File: config.mk
export PLATFORM = sky130hd
export DESIGN_NAME = pc_next_unit
export DESIGN_NICKNAME = d
export VERILOG_FILES = /design/src/rtl/pc_next_unit.sv
export SDC_FILE = /design/constraint.sdc
export NUM_CORES = 1
export LEC_CHECK = 0
export BUFFER_PORTS_ARGS = -buffer_cell sky130_fd_sc_hd__buf_2
export CAP_MARGIN = 10
export CORE_UTILIZATION = 45
export DETAILED_ROUTE_END_ITERATION = 8
export GPL_TIMING_DRIVEN = 0
export PLACE_DENSITY = 0.73
export SETUP_SLACK_MARGIN = 0.15
export SLEW_MARGIN = 20
export SYNTH_ARGS = -nofsm -noshare
export SYNTH_HDL_FRONTEND = slang
export SYNTH_SLANG_ARGS = --single-unit
File: constraint.sdc
create_clock -name i_clk -period 8.8 [get_ports i_clk]
set_clock_uncertainty 0.15 [all_clocks]
set_input_delay 1.76 -clock i_clk [delete_from_list [all_inputs] [get_ports i_clk]]
set_output_delay 1.76 -clock i_clk [all_outputs]
set_load 0.02 [all_outputs]
File: src/rtl/pc_next_unit.sv
`default_nettype none
// ============================================================================
//  Module      : pc_next_unit
//  Description : Fetch-stage next-PC selector and PC register; redirects
//                that arrive during a stall are held and applied on release.
//  Revision    : 1.0
// ============================================================================
module pc_next_unit #(
   parameter int              XLEN      = 32,
   parameter logic [XLEN-1:0] RESET_VEC = '0,
   parameter int              STEP      = 4,
   parameter bit              VECTORED  = 1'b1,
   parameter int              CAUSE_W   = 5
) (
   input  logic               i_clk,
   input  logic               i_rst_n,
   input  logic               i_stall,
   input  logic               i_trap,
   input  logic               i_trap_irq,
   input  logic [CAUSE_W-1:0] i_trap_cause,
   input  logic [XLEN-1:0]    i_mtvec,
   input  logic               i_mret,
   input  logic [XLEN-1:0]    i_mepc,
   input  logic               i_restore,
   input  logic               i_restore_taken,
   input  logic [XLEN-1:0]    i_restore_target,
   input  logic [XLEN-1:0]    i_restore_pc,
   input  logic               i_pred_taken,
   input  logic [XLEN-1:0]    i_pred_target,
   output logic [XLEN-1:0]    o_pc,
   output logic [XLEN-1:0]    o_nxt_pc,
   output logic               o_redirect,
   output logic               o_pending
);

   typedef enum logic [0:0] {
      ST_RUN  = 1'b0,
      ST_PEND = 1'b1
   } state_t;

   // Redirect classes, ordered so that a numeric compare gives priority.
   localparam logic [1:0] c_cls_none    = 2'd0;
   localparam logic [1:0] c_cls_restore = 2'd1;
   localparam logic [1:0] c_cls_mret    = 2'd2;
   localparam logic [1:0] c_cls_trap    = 2'd3;

   localparam logic [XLEN-1:0] c_step = XLEN'(STEP);

   state_t            r_state;
   state_t            w_state_nxt;
   logic [XLEN-1:0]   r_pc;
   logic [XLEN-1:0]   r_pend_tgt;
   logic [XLEN-1:0]   w_pend_tgt_nxt;
   logic [1:0]        r_pend_cls;
   logic [1:0]        w_pend_cls_nxt;

   logic [XLEN-1:0]   w_vec_off;
   logic [XLEN-1:0]   w_trap_tgt;
   logic [XLEN-1:0]   w_rst_tgt;
   logic [XLEN-1:0]   w_seq_tgt;
   logic [XLEN-1:0]   w_live_tgt;
   logic [1:0]        w_live_cls;
   logic              w_live_wins;

   assign w_vec_off  = {{(XLEN-CAUSE_W){1'b0}}, i_trap_cause} << 2;
   assign w_trap_tgt = {i_mtvec[XLEN-1:2], 2'b00} +
                       ((VECTORED && (i_mtvec[1:0] == 2'b01) && i_trap_irq) ? w_vec_off : '0);
   assign w_rst_tgt  = i_restore_taken ? i_restore_target : (i_restore_pc + c_step);
   assign w_seq_tgt  = i_pred_taken ? i_pred_target : (r_pc + c_step);

   always_comb begin
      w_live_cls = c_cls_none;
      w_live_tgt = w_seq_tgt;
      if (i_trap) begin
         w_live_cls = c_cls_trap;
         w_live_tgt = w_trap_tgt;
      end else if (i_mret) begin
         w_live_cls = c_cls_mret;
         w_live_tgt = i_mepc;
      end else if (i_restore) begin
         w_live_cls = c_cls_restore;
         w_live_tgt = w_rst_tgt;
      end
   end

   // Pending class is NONE in RUN, so any live redirect wins there.
   assign w_live_wins = (w_live_cls != c_cls_none) && (w_live_cls >= r_pend_cls);

   always_comb begin
      o_nxt_pc       = w_live_tgt;
      o_redirect     = (w_live_cls != c_cls_none);
      w_state_nxt    = r_state;
      w_pend_tgt_nxt = r_pend_tgt;
      w_pend_cls_nxt = r_pend_cls;
      case (r_state)
         ST_RUN: begin
            if (i_stall && (w_live_cls != c_cls_none)) begin
               w_pend_tgt_nxt = w_live_tgt;
               w_pend_cls_nxt = w_live_cls;
               w_state_nxt    = ST_PEND;
            end
         end
         ST_PEND: begin
            if (!w_live_wins) begin
               o_nxt_pc   = r_pend_tgt;
               o_redirect = 1'b1;
            end
            if (i_stall) begin
               if (w_live_wins) begin
                  w_pend_tgt_nxt = w_live_tgt;
                  w_pend_cls_nxt = w_live_cls;
               end
            end else begin
               w_pend_tgt_nxt = '0;
               w_pend_cls_nxt = c_cls_none;
               w_state_nxt    = ST_RUN;
            end
         end
         default: w_state_nxt = ST_RUN;
      endcase
   end

   always_ff @(posedge i_clk or negedge i_rst_n) begin
      if (!i_rst_n) begin
         r_state    <= ST_RUN;
         r_pc       <= RESET_VEC;
         r_pend_tgt <= '0;
         r_pend_cls <= c_cls_none;
      end else begin
         r_state    <= w_state_nxt;
         r_pend_tgt <= w_pend_tgt_nxt;
         r_pend_cls <= w_pend_cls_nxt;
         if (!i_stall) begin
            r_pc <= o_nxt_pc;
         end
      end
   end

   assign o_pc      = r_pc;
   assign o_pending = (r_state == ST_PEND);

endmodule
`default_nettype wire
==> flow_metrics.tcl, run 1 <==
set metrics [dict create \
    ir_drop_mv 0.158 \
    ant_nets 0 \
    fp.dieArea_sq_mm 0.0155 \
    clockBufferDepth 2 \
    hold_buffers 0 \
    syn_nets 1048 \
    num_rows 44 \
    finalSetupViolCount 0 \
    overflow 0 \
    synth-edff-count 0 \
    antenna_found_initial 1 \
    wire_per_inst_microns 22.9 \
    core_sq_mm 0.0146 \
    worst_setup_path_start_kind "primary input" \
    drc 0 \
    worstPathArrival_ns 6.22 \
    synth_ff_type "dfrtp_1" \
    cts_resized 0 \
    p_int_w 0.000797 \
    boundaryPins 240 \
    postSynthAreaPerCell_sq_um 7.80 \
    drive_gt1_share_pct 28.9 \
    yosysSeqAreaShare_pct 24.9 \
    slew_violations 0 \
    fillers 1411 \
    synthArstFlopShare_pct 100 \
    power.share.clock_pct 27.3 \
    yosysWarnings 0 \
    crit_required_ns 6.89 \
    syn_to_final_growth_pct 26.0 \
    ys_top_cells_by_area "dfrtp_1 25%, o21ai_0 4.7%, nand2_1 4.6%" \
    fp.dieW_microns 124 \
    grt_util_all_layers_pct 38.2 \
    cts_root_buf "clkbuf_16" \
    via_per_inst 6.46 \
    grt_max_degree 51 \
    p_per_area_mw_per_mm2 157 \
    clkLatencyLatePin_ns 0.33 \
    die_y_microns 124 \
    min_period_ns 8.13 \
    swShare_pct 40.0 \
    hp-class "flip-flop to flip-flop" \
    vias 8400 \
    grt_pass1_wl_microns 45400 \
    cts_tree "yes" \
    p_seq_share_pct 32.8 \
    numCtsBuffers 9 \
    cts.sinks 67 \
    dp_hpwl_microns 24000 \
    ys_ff_latch 67 \
    hold_viol_final 0 \
    port_buffers 237 \
    finalSetupTns_ns 0 \
    drv_cap 0 \
    fin_crit_sh_pct 92.4 \
    ys_types 86 \
    rsz0062_at_grt "no" \
    synthesis.area_sq_mm 0.00674 \
    p_switching_w 0.000532 \
    synth_top_area_cell "dfrtp_1" \
    htreeDepth 3 \
    combPwrFrac_pct 39.9 \
    slew_headroom_pct 45.6 \
    initial_core_util_pct 46.2 \
    post_cts_buffers 0 \
    num-nets-final 1297 \
    drt-pass1-iter-count 5 \
    gp_congestion 0.982 \
    tightestPinTransition_ns 0.817 \
    outcome "completed" \
    fmax_mhz 123 \
    drt_iter0_drc 924 \
    endpoint_kind "primary output" \
    synthesis.instances 864 \
    synth_top_area_share_pct 24.9 \
    whs_ns 0.336 \
    crit_fanout 10 \
    drt_wl_total_microns 29800 \
    clk_pin_slew_ns 0.05 \
    p_leak_nw 3.67 \
    grt_pass1_vias 7869 \
    worstSetupPathType "primary input to primary output" \
]
## power by group through the flow
stage | sequential [W] | combinational [W] | clock, W
3_3_place_gp | 0.000436 | 0.000511 | 0
6_report | 0.000436 | 0.000530 | 0.000363
5_1_grt | 0.000442 | 0.000567 | 0.000378
2_1_floorplan | 0.000450 | 0.000278 | 0
4_1_cts | 0.000433 | 0.000521 | 0.000365
3_5_place_dp | 0.000438 | 0.000518 | 0
## path summary, 6_finish.rpt
path                                     start  slack, ns  cells past startpoint             end
worst max-delay path                    i_trap       0.67                     13    o_nxt_pc[15]
worst min-delay path            r_pend_tgt[17]       0.34                      2  r_pend_tgt[17]
worst max register to register         o_pc[2]       5.51                      8        o_pc[10]
worst min register to register  r_pend_tgt[17]       0.34                      2  r_pend_tgt[17]
max in group asynchronous              i_rst_n       6.81                      2   r_pend_tgt[3]
min in group asynchronous              i_rst_n       1.15                      1        o_pc[18]
## synth_stat cells (all sizes together), types with 17 or more instances
cell    instances
a211oi         18
clkbuf         39
xnor2          28
inv            36
nor3           26
buf            18
a21oi          27
nand4          33
nand3          39
o31ai          17
o21ai          65
nand2          83
a22o           22
nor2           61
mux2           26
dfrtp          67
nand2b         19
## routing by layer
| metal | global-route usage (%) | vias up | wire (microns) |
|---|---|---|---|
| met3 | 6.79 | 90 | 2820 |
| met2 | 60.3 | 570 | 13300 |
| met4 | 17.0 | 0 | 1430 |
| met1 | 50.7 | 3977 | 12300 |
| li1 | - | 3763 | - |
| met5 | 0 | - | 0 |
## worst max-delay path: stages
cell	delay (ns)
buf_2	0.12
clkbuf_1	0.50
clkbuf_1	0.60
clkbuf_1	0.49
nor2_1	0.17
ha_1	0.32
nand2b_1	0.09
a21oi_1	0.09
o21ai_0	0.56
clkbuf_2	0.40
clkbuf_1	0.52
mux2_2	0.41
buf_2	0.16
## cells in the final DEF (no fill, tap or decap), types with 9 or more instances in the layout
cell type    n
nor3_1      25
dfrtp_1     67
o21ai_0     63
nand3_1     37
nand2_1     82
o211ai_1    10
nor2b_1     11
nor4_1      13
mux2i_1     12
xnor2_1     28
nand2b_1    19
nand4_1     31
inv_1       35
a22o_1      21
ha_1         9
mux2_2      25
a21oi_1     27
o21a_1       9
and2_1      10
a31oi_1     12
a211oi_1    18
o31ai_1     16
buf_2      243
xor2_1      15
clkbuf_16    9
nor2_1      60
clkbuf_1    38
or3_1       14
## registers in the layout (all words and copies together) (netlist names)
signal / flops
o_pending: 1
o_pc: 32
r_pend_tgt: 32
r_pend_cls: 2
## logic make-up after synthesis
logic type / synth area share (%)
buffers and inverters: 5.77
XOR/XNOR: 5.59
flip-flops: 24.9
AND/OR/NAND/NOR: 28.1
multiplexers: 6.18
AO/OA/AOI/OAI: 27.5
adder cells (fa/ha/maj): 1.97
## layout make-up
class                      instances  area, sq um  area share [%]
multi-input combinational        702         4670            55.1
sequential                        67         1680            19.7
timing repair buffer             238         1220            14.3
clock buffer                      12          267            3.14
buffer                            57          246            2.90
tap                              184          230            2.71
inverter                          38          143            1.68
clock inverter                     2         35.0           0.413
antenna                            1         2.50          0.0295
## metrics by stage
step	std cells	setup WS, ns	instance area (sq um)	power [W]	util, %
after detailed placement	1286	0.883	8190	0.000956	56.1
after global routing	1301	0.521	8490	0.00139	58.2
after floorplan	864	2.48	6740	0.000729	-
after CTS	1300	0.807	8490	0.00132	58.2
final	1301	0.669	8490	0.00133	58.2
after global placement	1285	0.872	8160	0.000947	55.9
Power figures use the tool's default switching activity.
==> run 2, diff against run 1 <==
--- a/config.mk
+++ b/config.mk
@@ -10,7 +10,7 @@
 export CORE_UTILIZATION = 45
 export DETAILED_ROUTE_END_ITERATION = 8
 export GPL_TIMING_DRIVEN = 0
-export PLACE_DENSITY = 0.73
+export PLACE_DENSITY = 0.81
 export SETUP_SLACK_MARGIN = 0.15
 export SLEW_MARGIN = 20
 export SYNTH_ARGS = -nofsm -noshare
==> flow_metrics.tcl, run 2 (synthesized netlist as in run 1, its figures left out) <==
set metrics [dict create \
    outcome "completed" \
    layoutNonFillerInstCount 1301 \
    fmax_mhz 126 \
    grt_util_all_layers_pct 38.9 \
    core_sq_mm 0.0146 \
    crit_required_ns 6.89 \
    die_y_microns 124 \
    drv_cap 0 \
    port_buffers 237 \
    via_per_inst 6.61 \
    fp.dieW_microns 124 \
    crit_buf_inv 7 \
    antenna_found_initial 0 \
    worstPathArrival_ns 6.06 \
    htreeDepth 3 \
    p_leak_nw 3.67 \
    overflow 0 \
    num-nets-final 1297 \
    dp_cells 1286 \
    min_period_ns 7.97 \
    cts_tree "yes" \
    worst_setup_path_start_kind "primary input" \
    drt_iter0_drc 1119 \
    slew_violations 0 \
    fp.dieArea_sq_mm 0.0155 \
    syn_to_final_growth_pct 25.8 \
    numCtsBuffers 9 \
    drt_wl_total_microns 30500 \
    clkLatencyLatePin_ns 0.34 \
    p_per_area_mw_per_mm2 157 \
    rrSetupSlack_ns 5.57 \
    cpMostUsedCell "clkbuf_1" \
    finalSetupViolCount 0 \
    crit_chain "buf_2 -> clkbuf_1 -> clkbuf_1 -> clkbuf_1 -> nor2_1 -> ha_1 -> nand2b_1 -> a21oi_1 -> o21ai_0 -> clkbuf_2 -> clkbuf_1 -> mux2_2 -> buf_2" \
    clockBufferDepth 2 \
    cts_resized 0 \
    gp_congestion 0.992 \
    hp-class "flip-flop to flip-flop" \
    ir_drop_mv 0.137 \
    clk_pin_slew_ns 0.05 \
    hold_buffers 0 \
    slowest_stage "o21ai_0" \
    cts.sinks 67 \
    endpoint_kind "primary output" \
    initial_core_util_pct 46.2 \
    final_util_pct 58.1 \
    drt-pass1-iter-count 8 \
    crit_family "buffers and inverters" \
    crit_fanout 10 \
    finalSetupTns_ns 0 \
    final_cell_mix "243 x buf_2, 82 x nand2_1, 67 x dfrtp_1, 63 x o21ai_0, 60 x nor2_1" \
    drc 0 \
    num_rows 44 \
    grt_pass1_wl_microns 46200 \
    tightestPinTransition_ns 0.835 \
    boundaryPins 240 \
    slew_headroom_pct 44.3 \
    hold_viol_final 0 \
    worstSetupPathType "primary input to primary output" \
    final_common_cell "buf_2" \
    insertedDiodeCount 0 \
    dp_hpwl_microns 24000 \
    grt_max_degree 55 \
    post_cts_buffers 0 \
    fin_crit_sh_pct 90.5 \
    vias 8605 \
    wire_per_inst_microns 23.4 \
    cts_root_buf "clkbuf_16" \
    grt_pass1_vias 7879 \
    ant_nets 0 \
    rsz0062_at_grt "no" \
    drive_gt1_share_pct 28.7 \
    critPathMaxStageDelay_ns 0.55 \
]
## run 2: changes by cell type in the layout (fill, tap and decap cells not counted)
| cell | previous run | this run |
|---|---|---|
| clkbuf_1 | 38 | 40 |
| clkbuf_8 | 3 | 2 |
| diode_2 | 1 | 0 |
## run 2: worst min-delay path, cell delays in order, from the launching register on
cell and delay (ns):
dfrtp_1 0.34, nand2_1 0.04, o21ai_0 0.06
## run 2: per-layer routing
metal  GRT usage (%)  share of wire, %
met1            52.0                39
met2            59.6                44
met3            7.69                12
met4            19.3               5.6
met5               0                 0
## run 2: area by class of cell
type | count | area, sq um
plain buffers | 57 | 246
clock buffers | 13 | 260
clock inverters | 2 | 35.0
fillers | 1421 | 6110
inverters | 38 | 143
multi-input cells | 702 | 4670
flip-flops and latches | 67 | 1680
well taps | 184 | 230
repair buffers | 238 | 1220
## run 2: through the flow
stage               hold WS, ns  power [W]  area (sq um)  setup WS [ns]
CTS                       0.334    0.00132          8480          0.989
global placement          0.310   0.000947          8160           1.07
floorplan                 0.295   0.000729          6740           2.48
finish                    0.335    0.00133          8480          0.834
detailed placement        0.326   0.000956          8190           1.07
global route              0.357    0.00139          8480          0.545
## run 2: path summary, 6_finish.rpt
kind	cells past startpoint	end	from
worst min-delay path	2	r_pend_tgt[17]	r_pend_tgt[17]
worst min register to register	2	r_pend_tgt[17]	r_pend_tgt[17]
min in group asynchronous	1	o_pc[18]	i_rst_n
worst max-delay path	13	o_nxt_pc[15]	i_trap
max in group asynchronous	2	r_pend_tgt[10]	i_rst_n
worst max register to register	8	o_pc[10]	o_pc[2]
## run 2: where the power goes
part           internal, W  switching, W  total (W)
clock network     0.000233      0.000130   0.000362
registers         0.000362     0.0000769   0.000439
logic             0.000197      0.000336   0.000533
total             0.000792      0.000543    0.00133
